File: src/rtl/io_bridge.sv
// CPU I/O bridge: decodes strobed accesses to a UART FIFO pair, control registers and a framebuffer.
// Optional stall timeout on UART waits is enabled by defining IO_BRIDGE_TIMEOUT_EN.
module io_bridge #(
    parameter int DATA_W   = 32,
    parameter int NUM_CTRL = 4,
    parameter int FB_AW    = 13,
    parameter int FB_DW    = 8,
    parameter int TIMEOUT  = 1024
) (
    input  logic                         clk,
    input  logic                         rst,
    input  logic                         io_read_strobe,
    input  logic                         io_write_strobe,
    input  logic [31:0]                  io_address,
    input  logic [DATA_W-1:0]            io_write_data,
    output logic [DATA_W-1:0]            io_read_data,
    output logic                         io_ready,
    output logic [7:0]                   tx_data,
    output logic                         tx_push,
    input  logic                         tx_full,
    input  logic [7:0]                   rx_data,
    input  logic                         rx_valid,
    input  logic [7:0]                   rx_count,
    output logic                         rx_pop,
    output logic [NUM_CTRL*DATA_W-1:0]   ctrl_regs,
    output logic [NUM_CTRL-1:0]          ctrl_wr,
    output logic                         fb_we,
    output logic [FB_AW-1:0]             fb_addr,
    output logic [FB_DW-1:0]             fb_din,
    output logic                         bus_err,
    output logic [31:0]                  err_addr
);

    localparam int IDX_W = (NUM_CTRL > 1) ? $clog2(NUM_CTRL) : 1;

    typedef enum logic [1:0] {IDLE, TX_WAIT, RX_WAIT} state_t;

    state_t                             state_q, state_d;
    logic [NUM_CTRL-1:0][DATA_W-1:0]    ctrl_q, ctrl_d;
    logic [NUM_CTRL-1:0]                ctrl_wr_q, ctrl_wr_d;
    logic [DATA_W-1:0]                  rdata_q, rdata_d;
    logic                               ready_q, ready_d;
    logic [7:0]                         tx_data_q, tx_data_d;
    logic                               tx_push_q, tx_push_d;
    logic                               rx_pop_q, rx_pop_d;
    logic                               fb_we_q, fb_we_d;
    logic [FB_AW-1:0]                   fb_addr_q, fb_addr_d;
    logic [FB_DW-1:0]                   fb_din_q, fb_din_d;
    logic                               err_q, err_d;
    logic [31:0]                        err_addr_q, err_addr_d;

`ifdef IO_BRIDGE_TIMEOUT_EN
    localparam int CNT_W = $clog2(TIMEOUT);
    logic [CNT_W-1:0]                   cnt_q, cnt_d;
    logic [31:0]                        pend_addr_q, pend_addr_d;
`endif

    logic              hit_data, hit_status, hit_fb, hit_ctrl;
    logic [IDX_W-1:0]  ctrl_idx;

    always_comb begin
        hit_data   = (io_address == 32'hD000_0000);
        hit_status = (io_address == 32'hD000_0004);
        hit_fb     = (io_address[31:24] == 8'hD1);
        hit_ctrl   = 1'b0;
        ctrl_idx   = '0;
        for (int i = 0; i < NUM_CTRL; i++) begin
            if (io_address == 32'hD000_0008 + 32'(4 * i)) begin
                hit_ctrl = 1'b1;
                ctrl_idx = IDX_W'(i);
            end
        end
    end

    always_comb begin
        state_d    = state_q;
        ctrl_d     = ctrl_q;
        ctrl_wr_d  = '0;
        rdata_d    = rdata_q;
        ready_d    = 1'b0;
        tx_data_d  = tx_data_q;
        tx_push_d  = 1'b0;
        rx_pop_d   = 1'b0;
        fb_we_d    = 1'b0;
        fb_addr_d  = fb_addr_q;
        fb_din_d   = fb_din_q;
        err_d      = 1'b0;
        err_addr_d = err_addr_q;
`ifdef IO_BRIDGE_TIMEOUT_EN
        cnt_d       = '0;
        pend_addr_d = pend_addr_q;
`endif
        case (state_q)
            IDLE: begin
`ifdef IO_BRIDGE_TIMEOUT_EN
                pend_addr_d = io_address;
`endif
                // Write wins when both strobes arrive together.
                if (io_write_strobe) begin
                    if (hit_data) begin
                        tx_data_d = io_write_data[7:0];
                        if (tx_full) begin
                            state_d = TX_WAIT;
                        end else begin
                            tx_push_d = 1'b1;
                            ready_d   = 1'b1;
                        end
                    end else if (hit_ctrl) begin
                        ctrl_d[ctrl_idx]    = io_write_data;
                        ctrl_wr_d[ctrl_idx] = 1'b1;
                        ready_d             = 1'b1;
                    end else if (hit_fb) begin
                        fb_we_d   = 1'b1;
                        fb_addr_d = io_address[FB_AW-1:0];
                        fb_din_d  = io_write_data[FB_DW-1:0];
                        ready_d   = 1'b1;
                    end else begin
                        ready_d    = 1'b1;
                        err_d      = 1'b1;
                        rdata_d    = '0;
                        err_addr_d = io_address;
                    end
                end else if (io_read_strobe) begin
                    if (hit_data) begin
                        if (rx_valid) begin
                            rx_pop_d      = 1'b1;
                            rdata_d       = '0;
                            rdata_d[7:0]  = rx_data;
                            ready_d       = 1'b1;
                        end else begin
                            state_d = RX_WAIT;
                        end
                    end else if (hit_status) begin
                        rdata_d      = '0;
                        rdata_d[8:0] = {tx_full, rx_count};
                        ready_d      = 1'b1;
                    end else if (hit_ctrl) begin
                        rdata_d = ctrl_q[ctrl_idx];
                        ready_d = 1'b1;
                    end else begin
                        ready_d    = 1'b1;
                        err_d      = 1'b1;
                        rdata_d    = '0;
                        err_addr_d = io_address;
                    end
                end
            end
            TX_WAIT: begin
                if (!tx_full) begin
                    tx_push_d = 1'b1;
                    ready_d   = 1'b1;
                    state_d   = IDLE;
                end
            end
            RX_WAIT: begin
                if (rx_valid) begin
                    rx_pop_d     = 1'b1;
                    rdata_d      = '0;
                    rdata_d[7:0] = rx_data;
                    ready_d      = 1'b1;
                    state_d      = IDLE;
                end
            end
            default: state_d = IDLE;
        endcase
`ifdef IO_BRIDGE_TIMEOUT_EN
        // Still stalled after this cycle: count, or give up once the limit is reached.
        if (state_q != IDLE && state_d != IDLE) begin
            if (cnt_q == CNT_W'(TIMEOUT - 1)) begin
                state_d    = IDLE;
                ready_d    = 1'b1;
                err_d      = 1'b1;
                rdata_d    = '0;
                err_addr_d = pend_addr_q;
            end else begin
                cnt_d = cnt_q + 1'b1;
            end
        end
`endif
    end

    always_ff @(posedge clk) begin
        if (rst) begin
            state_q    <= IDLE;
            ctrl_q     <= '0;
            ctrl_wr_q  <= '0;
            rdata_q    <= '0;
            ready_q    <= 1'b0;
            tx_data_q  <= '0;
            tx_push_q  <= 1'b0;
            rx_pop_q   <= 1'b0;
            fb_we_q    <= 1'b0;
            fb_addr_q  <= '0;
            fb_din_q   <= '0;
            err_q      <= 1'b0;
            err_addr_q <= '0;
`ifdef IO_BRIDGE_TIMEOUT_EN
            cnt_q       <= '0;
            pend_addr_q <= '0;
`endif
        end else begin
            state_q    <= state_d;
            ctrl_q     <= ctrl_d;
            ctrl_wr_q  <= ctrl_wr_d;
            rdata_q    <= rdata_d;
            ready_q    <= ready_d;
            tx_data_q  <= tx_data_d;
            tx_push_q  <= tx_push_d;
            rx_pop_q   <= rx_pop_d;
            fb_we_q    <= fb_we_d;
            fb_addr_q  <= fb_addr_d;
            fb_din_q   <= fb_din_d;
            err_q      <= err_d;
            err_addr_q <= err_addr_d;
`ifdef IO_BRIDGE_TIMEOUT_EN
            cnt_q       <= cnt_d;
            pend_addr_q <= pend_addr_d;
`endif
        end
    end

    assign io_read_data = rdata_q;
    assign io_ready     = ready_q;
    assign tx_data      = tx_data_q;
    assign tx_push      = tx_push_q;
    assign rx_pop       = rx_pop_q;
    assign ctrl_regs    = ctrl_q;
    assign ctrl_wr      = ctrl_wr_q;
    assign fb_we        = fb_we_q;
    assign fb_addr      = fb_addr_q;
    assign fb_din       = fb_din_q;
    assign bus_err      = err_q;
    assign err_addr     = err_addr_q;

endmodule

File: config.mk
export PLATFORM = sky130hd
export DESIGN_NAME = io_bridge
export DESIGN_NICKNAME = d
export VERILOG_FILES = /design/src/rtl/io_bridge.sv
export SDC_FILE = /design/constraint.sdc
export NUM_CORES = 1
export LEC_CHECK = 0
export BUFFER_PORTS_ARGS = -buffer_cell sky130_fd_sc_hd__buf_2
export CAP_MARGIN = 20
export CORE_MARGIN = 8
export CORE_UTILIZATION = 40
export CTS_CLUSTER_SIZE = 28
export DETAILED_ROUTE_END_ITERATION = 12
export PLACE_DENSITY = 0.71
export SYNTH_ARGS = -nofsm -noshare
export SYNTH_HDL_FRONTEND = slang
export SYNTH_SLANG_ARGS = --single-unit
File: constraint.sdc
create_clock -name clk -period 3.4 [get_ports clk]
set_input_delay 0.34 -clock clk [delete_from_list [all_inputs] [get_ports clk]]
set_output_delay 0.34 -clock clk [all_outputs]
set_load 0.03 [all_outputs]
==> summary.txt, run 1 <==
Placed design
  – Hpwl dp: 24600 µm
  – Routability Congestion: 0.862
  – Pre-CTS setup slack: 0.248 ns
  – Input/output buffers: 315

STA
  – Period utilization: 76.8%
  – # setup viols final: 0
  – Total negative slack: 0 ns
  – Peak Freq: 0.383 GHz
  – Slew @ Worst Pin: 1.06 ns
  – RSZ-0062 raised after global routing: no
  – Setup ws final: 0.788 ns
  – Minimum clock period: 2.61 ns
  – Fin. Hold Viols: 0
  – Final Slew Violations: 0
  – Clock skew: 0.0287 ns
  – Slew Limit Headroom: 29.6%

Synthesis
  – Main flop type after synthesis: dfxtp_1
  – Synthesis Warnings: 0
  – Syn Nets: 1239
  – Mapped Area: 9880 µm²
  – Post-synth EDFFs: 0
  – Yosys reg bits: 232
  – Asr flop ratio synth: 0%
  – Post-synthesis sequential area ratio: 47.0%
  – Synthesized area per cell: 8.57 µm²
  – Synth unique cells: 50
  – Post-Synthesis Cells: 1153

Power
  – Pleak: 0.00550 µW
  – Net Sw Frac: 23.5%
  – Power per Cell Area: 471 nW/µm²
  – NetSw: 1400 µW
  – Combinational share of power: 6.3%
  – Power share of the sequential group: 46.6%
  – Cell-internal power: 4540 µW
  – Clock Power Share: 47.1%
  – Worst vdd rail ir drop: 429 µV

Layout
  – Fin util: 51.8%
  – FF+latch area: 4640 µm²
  – Commonest non-fill, non-tap cells in the layout: 314 x buf_2, 264 x nand2_1, 232 x dfxtp_1
  – Commonest non-fill, non-tap cell in the layout: buf_2
  – FILL cells: 2285
  – Area of the multi-input gates: 4740 µm²
  – Fraction of layout cells with a size suffix above 1: 28.8%
  – Final net count: 1528
  – Layout Area Growth over Synthesis: 27.4%

Drt
  – Via count: 9468
  – Antenna violation net count after detailed routing: 0
  – WL/cell: 19.5 µm
  – Post-route DRC: 0
  – DR pass1 iterations: 7
  – Vias/cell: 5.31
  – Post-Route WL: 34700 µm
  – DRT iter0 DRCs: 781

Critical path
  – Worst Path Max Fanout: 26
  – CP required: 3.80 ns
  – CP Capture Type: flip-flop
  – Crit Path Category: in -> reg
  – Critical path arrival: 3.01 ns
  – Startpoint Class: input port

Die
  – FP Rows: 57
  – IO Pins: 316
  – Die ar.: 30000 µm²
  – DIE WIDTH: 173 µm
  – Initial core utilization: 40.6%
  – Core footprint: 24300 µm²
  – Die height: 173 µm

Clock network
  – Cts hold-fix bufs: 0
  – Post-CTS Setup Repair Bufs: 0
  – H-tree Lvls: 1
  – Clk_lat worst skew: 0.55 ns
  – Clock sink total: 232
  – Clk slew on worst S/H paths: 0.06 ns
  – CTS tree: done
  – Post-CTS Resized: 0
  – Root buf cell: clkbuf_16
  – CTS Buf Count: 26
  – Longest Clk Path Bufs: 3

Min path
  – Type of the tightest min-delay check: in -> reg

Global route
  – Pin count of the biggest net entering global routing: 94
  – Overall routing resource usage: 22.0%
  – Number of global-route vias before repair: 9477
  – First-pass GRT wire length: 53800 µm
  – Initial antenna violation count: 2
  – Gr ovfl total: 0

Status
  – Outcome: completed

Job
  – Maxcap violations: 0
==> logic make-up after synthesis <==
group	share of synthesized area, %
and+or+nand+nor	21.5
DFF	47.0
muxes	10.8
AOI/OAI and AO/OA	15.5
buffers and inverters	5.22
==> worst max-delay path: stages <==
cell and delay [ns]:
buf_2 0.11, or4_1 0.58, or3_1 0.56, or4b_4 0.77, and2_1 0.26, buf_4 0.21
nand2_1 0.10, a21oi_1 0.07
==> layout make-up <==
cell class,count,area share (%)
Antenna cell,2,0.0397
Clock buffer,36,5.86
Clock inverter,7,0.874
Inverter,25,0.745
Multi-Input combinational cell,808,37.6
Sequential cell,232,36.9
Tap cell,324,3.22
Timing Repair Buffer,349,14.8
==> per-stage QoR <==
stage / power (µW) / instances / hold WS, ns / instance area, µm²
3_5_place_dp: 3200 / 1738 / 0.443 / 11700
6_report: 5940 / 1783 / 0.0626 / 12600
2_1_floorplan: 3040 / 1153 / 0.417 / 9880
4_1_cts: 5990 / 1781 / 0.0467 / 12600
3_3_place_gp: 3190 / 1738 / 0.436 / 11700
5_1_grt: 6120 / 1783 / 0.0476 / 12600
==> cell usage after synthesis, types with 16 or more instances <==
cell type / number / area (µm²)
dfxtp_1: 232 / 4640
inv_1: 25 / 93.8
nor2_1: 52 / 195
mux2_2: 16 / 180
a21oi_1: 130 / 651
buf_2: 16 / 80.1
nand2_1: 264 / 991
mux2i_1: 88 / 881
clkbuf_1: 61 / 229
nand2b_1: 69 / 432
a22oi_1: 32 / 240
o22a_1: 23 / 201
==> state kept, by name, summed over array words and instances (netlist names) <==
name / cells
ctrl_regs: 128
tx_push: 1
rx_pop: 1
fb_addr: 13
bus_err: 1
fb_we: 1
err_addr: 32
state_q: 2
tx_data: 8
fb_din: 8
io_ready: 1
io_read_data: 32
ctrl_wr: 4
==> layer usage <==
layer  track usage, %  share of wire, %  up-vias
met4             8.91               4.1        0
met3             5.95               8.3       73
met5                0                 0        -
met1             27.1                42     4460
li1                 -                 -     4501
met2             35.8                46      434
==> path summary, 6_finish.rpt <==
kind                            depth (start not counted)      startpoint              to  slack, ns
worst min-delay path                                    2         tx_full         tx_push       0.06
worst min register to register                          2       fb_din[5]       fb_din[5]       0.45
worst max register to register                          7      state_q[0]  ctrl_regs[127]       0.84
worst max-delay path                                    8  io_address[17]   ctrl_regs[31]       0.79
==> power by group through the flow <==
| stage | sequential (µW) | combinational [µW] | clock (µW) |
|---|---|---|---|
| after floorplan | 2890 | 151 | 0 |
| after global placement | 2830 | 369 | 0 |
| after detailed placement | 2830 | 372 | 0 |
| after CTS | 2770 | 374 | 2850 |
| after global routing | 2770 | 402 | 2950 |
| final | 2770 | 375 | 2790 |
Power figures use the tool's default switching activity.
==> run 2: changes to the inputs <==
Settings changed: ABC_AREA from default to 1, PLACE_DENSITY 0.71 to 0.72.
Clock period 3.4 ns to 2.4 ns, I/O delays scaled along.
==> run 2 against run 1 <==
Sequential power rose by 42%. Synthesized cell count rose by 47%. First-iteration DRC count rose by 120%. Non-clock buffer count rose by 63. Combinational power rose by 110%. Cell count rose by 36%. Critical path depth rose by 8. Die area rose by 13%. Clock power rose by 65%. Critical path type unchanged.
==> summary.txt, run 2 <==
Clock network
  – Longest Clk Path Bufs: 3 (unchanged)
  – Clk_lat worst skew: 0.54 ns (about the same)
  – CTS Buf Count: 26 (unchanged)
  – Clk slew on worst S/H paths: 0.06 ns (about the same)
  – Root buf cell: clkbuf_16
  – CTS tree: done
  – Clock sink total: 232 (unchanged)
  – H-tree Lvls: 1 (unchanged)

Synthesis
  – Top-count cell post-synth: nand2_1
  – Synthesis Warnings: 0 (unchanged)
  – Post-Synthesis Cells: 1693 (+47%)
  – Syn Nets: 1779 (+44%)
  – Main flop type after synthesis: dfxtp_1
  – Synthesized area per cell: 6.65 µm² (-22%)
  – Area contributors post-synth: dfxtp_1 41%, nand2_1 16%, a21oi_1 8.9%
  – Yosys reg bits: 232 (unchanged)
  – Post-synth top area share: 41.3% (-5.7 points)
  – Post-synthesis sequential area ratio: 41.3% (-5.7 points)
  – Asr flop ratio synth: 0% (unchanged)
  – Synth unique cells: 34 (-32%)
  – Mapped Area: 11300 µm² (+14%)
  – Cell taking the most area after synthesis: dfxtp_1
  – Commonest cells post-synth: 472 x nand2_1, 232 x dfxtp_1, 200 x a21oi_1, 198 x inv_1, 161 x nand3_1
  – Post-synth EDFFs: 0 (unchanged)

Placed design
  – Routability Congestion: 0.895 (+3.9%)
  – Pre-CTS setup slack: 0.130 ns (-0.118 ns)
  – Hpwl dp: 31100 µm (+26%)
  – Input/output buffers: 315 (unchanged)

STA
  – Final Slew Violations: 0 (unchanged)
  – Slew Limit Headroom: 54.3% (+25 points)
  – Fin. Hold Viols: 0 (unchanged)
  – Slew @ Worst Pin: 0.685 ns (-0.372 ns)
  – WHS: 0.00595 ns (-0.0566 ns)
  – Peak Freq: 0.424 GHz
  – # setup viols final: 0 (unchanged)
  – Period utilization: 98.2%
  – Setup ws final: 0.0426 ns (-0.745 ns)
  – Clock skew: 0.00890 ns (-0.0198 ns)
  – Minimum clock period: 2.36 ns

Critical path
  – Worst Path Max Fanout: 16 (-38%)
  – Crit Path Category: in -> reg
  – Critical path arrival: 2.83 ns (-0.18 ns)
  – CP Capture Type: flip-flop
  – CP required: 2.88 ns (-0.92 ns)
  – Reg-to-reg endpoint: ctrl_regs[123]
  – Startpoint Class: input port
  – Worst Reg-to-Reg Cells: 10 (+3)
  – RR Startpoint: state_q[0]
  – Crit path from: io_address[18]
  – R2r setup slk: 0.20 ns (-0.64 ns)

Layout
  – Layout Area Growth over Synthesis: 32.4%
  – Largest register FFs: 128 (unchanged)
  – Commonest non-fill, non-tap cells in the layout: 469 x nand2_1, 315 x buf_2, 232 x dfxtp_1
  – Area of the multi-input gates: 5350 µm² (+13%)
  – Fin util: 53.6% (+1.9 points)
  – Commonest non-fill, non-tap cell in the layout: nand2_1
  – FF+latch area: 4640 µm² (unchanged)
  – Final net count: 2106 (+38%)
  – FILL cells: 2711 (+19%)
  – Fraction of layout cells with a size suffix above 1: 23.8% (-4.9 points)

Power
  – Pleak: 0.00736 µW (+34%)
  – Worst vdd rail ir drop: 383 µV (-11%)
  – Power per Cell Area: 624 nW/µm² (+32%)
  – Final Total Pwr: 9300 µW (+57%)

Drt
  – Post-route DRC: 0 (unchanged)
  – Vias/cell: 5.29 (-0.43%)
  – DRT iter0 DRCs: 1727 (+120%)
  – Antenna violation net count after detailed routing: 0 (unchanged)
  – Via count: 12800 (+35%)
  – DR pass1 iterations: 6 (-1)
  – Post-Route WL: 45900 µm (+32%)
  – WL/cell: 19.0 µm (-2.6%)

Die
  – Core footprint: 27800 µm² (+14%)
  – Initial core utilization: 40.5% (-0.12 points)
  – Die ar.: 33800 µm² (+13%)
  – IO Pins: 316 (unchanged)
  – Die height: 184 µm (+6.1%)
  – DIE WIDTH: 184 µm (+6.1%)
  – FP Rows: 61 (+7.0%)

Min path
  – Min-Delay Startpoint: io_write_data[13]
  – Worst Hold Path Cells: 3 (+1)
  – Hold Path End: ctrl_regs[13]
  – Type of the tightest min-delay check: in -> reg

Status
  – Outcome: completed

Global route
  – First-pass GRT wire length: 69200 µm (+29%)
  – Gr ovfl total: 0 (unchanged)
  – Overall routing resource usage: 25.5% (+3.5 points)
  – Pin count of the biggest net entering global routing: 85 (-9.6%)
  – Number of global-route vias before repair: 12100 (+28%)
  – Initial antenna violation count: 4 (+2)

Job
  – Maxcap violations: 0 (unchanged)
## run 2: cell types whose count changed in the layout (fill, tap and decap cells not counted), moves of 32 or more
cell and change:
o21ai_1 +42, nand2_1 +205, a21oi_1 +70, a22oi_1 -32, dlygate4sd3_1 +42, o21ai_0 +68, nand3_1 +156, inv_1 +173
mux2i_1 -88, nand2b_1 -69
## run 2: layout make-up
class	count	area share [%]
timing repair buffer	412	17.8
clock inverter	14	1.60
multi-input combinational	1142	35.9
tap	378	3.17
sequential	232	31.2
inverter	206	5.20
clock buffer	34	5.04
antenna	4	0.0672
## run 2: how the worst max path moves through the flow
stage	to	slack, ns	cells after the start
global placement	io_read_data[1]	0.19	14
global route	ctrl_regs[103]	-0.12	16
detailed placement	ctrl_regs[58]	0.13	15
CTS	ctrl_regs[107]	0.13	17
floorplan	ctrl_regs[98]	0.56	13
finish	ctrl_regs[123]	0.04	16
## run 2: report_power, final
group / total (µW) / leakage, µW / internal, µW / switching, µW
Combinational: 773 / 0.00498 / 255 / 517
Sequential: 3940 / 0.00188 / 3910 / 34.7
Clock: 4590 / 0.000493 / 2850 / 1730
Total: 9300 / 0.00736 / 7020 / 2290
## run 2: worst max-delay path, stage by stage
cell           delay [ns]
dlygate4sd3_1        0.57
buf_2                0.15
nor2_1               0.16
nand2_1              0.12
nor2_4               0.16
nand2_2              0.10
nor2_4               0.14
nand2_2              0.12
nand2_4              0.09
inv_2                0.07
nand2_8              0.13
nand2_8              0.10
nor2_4               0.22
inv_2                0.09
clkbuf_16            0.22
a21oi_2              0.14
## run 2: logic make-up after synthesis
| logic type | synth area share [%] |
|---|---|
| buf+inv | 11.6 |
| flops | 41.3 |
| simple gates | 29.5 |
| compound gates | 17.7 |
## run 2: per-stage QoR
step	cell area [µm²]	setup TNS [ns]	cells
2_1_floorplan	11300	0	1693
3_3_place_gp	13300	0	2322
3_5_place_dp	13300	0	2323
4_1_cts	14700	0	2413
5_1_grt	14900	-7.26	2422
6_report	14900	0	2422
## run 2: what timing repair did
action	in CTS	in global routing
hold buffers	42	0
buffers inserted	0	2
endpoints found under the hold margin	63	0
resized for setup	0	18
endpoints found under the setup margin	0	97
## run 2: routing by layer
metal	vias to the layer above	GRT usage (%)	routed length [µm]
met5	-	0	0
met1	5924	34.3	19600
met2	690	39.8	20400
li1	6076	-	-
met4	0	10.6	1800
met3	116	4.53	4030
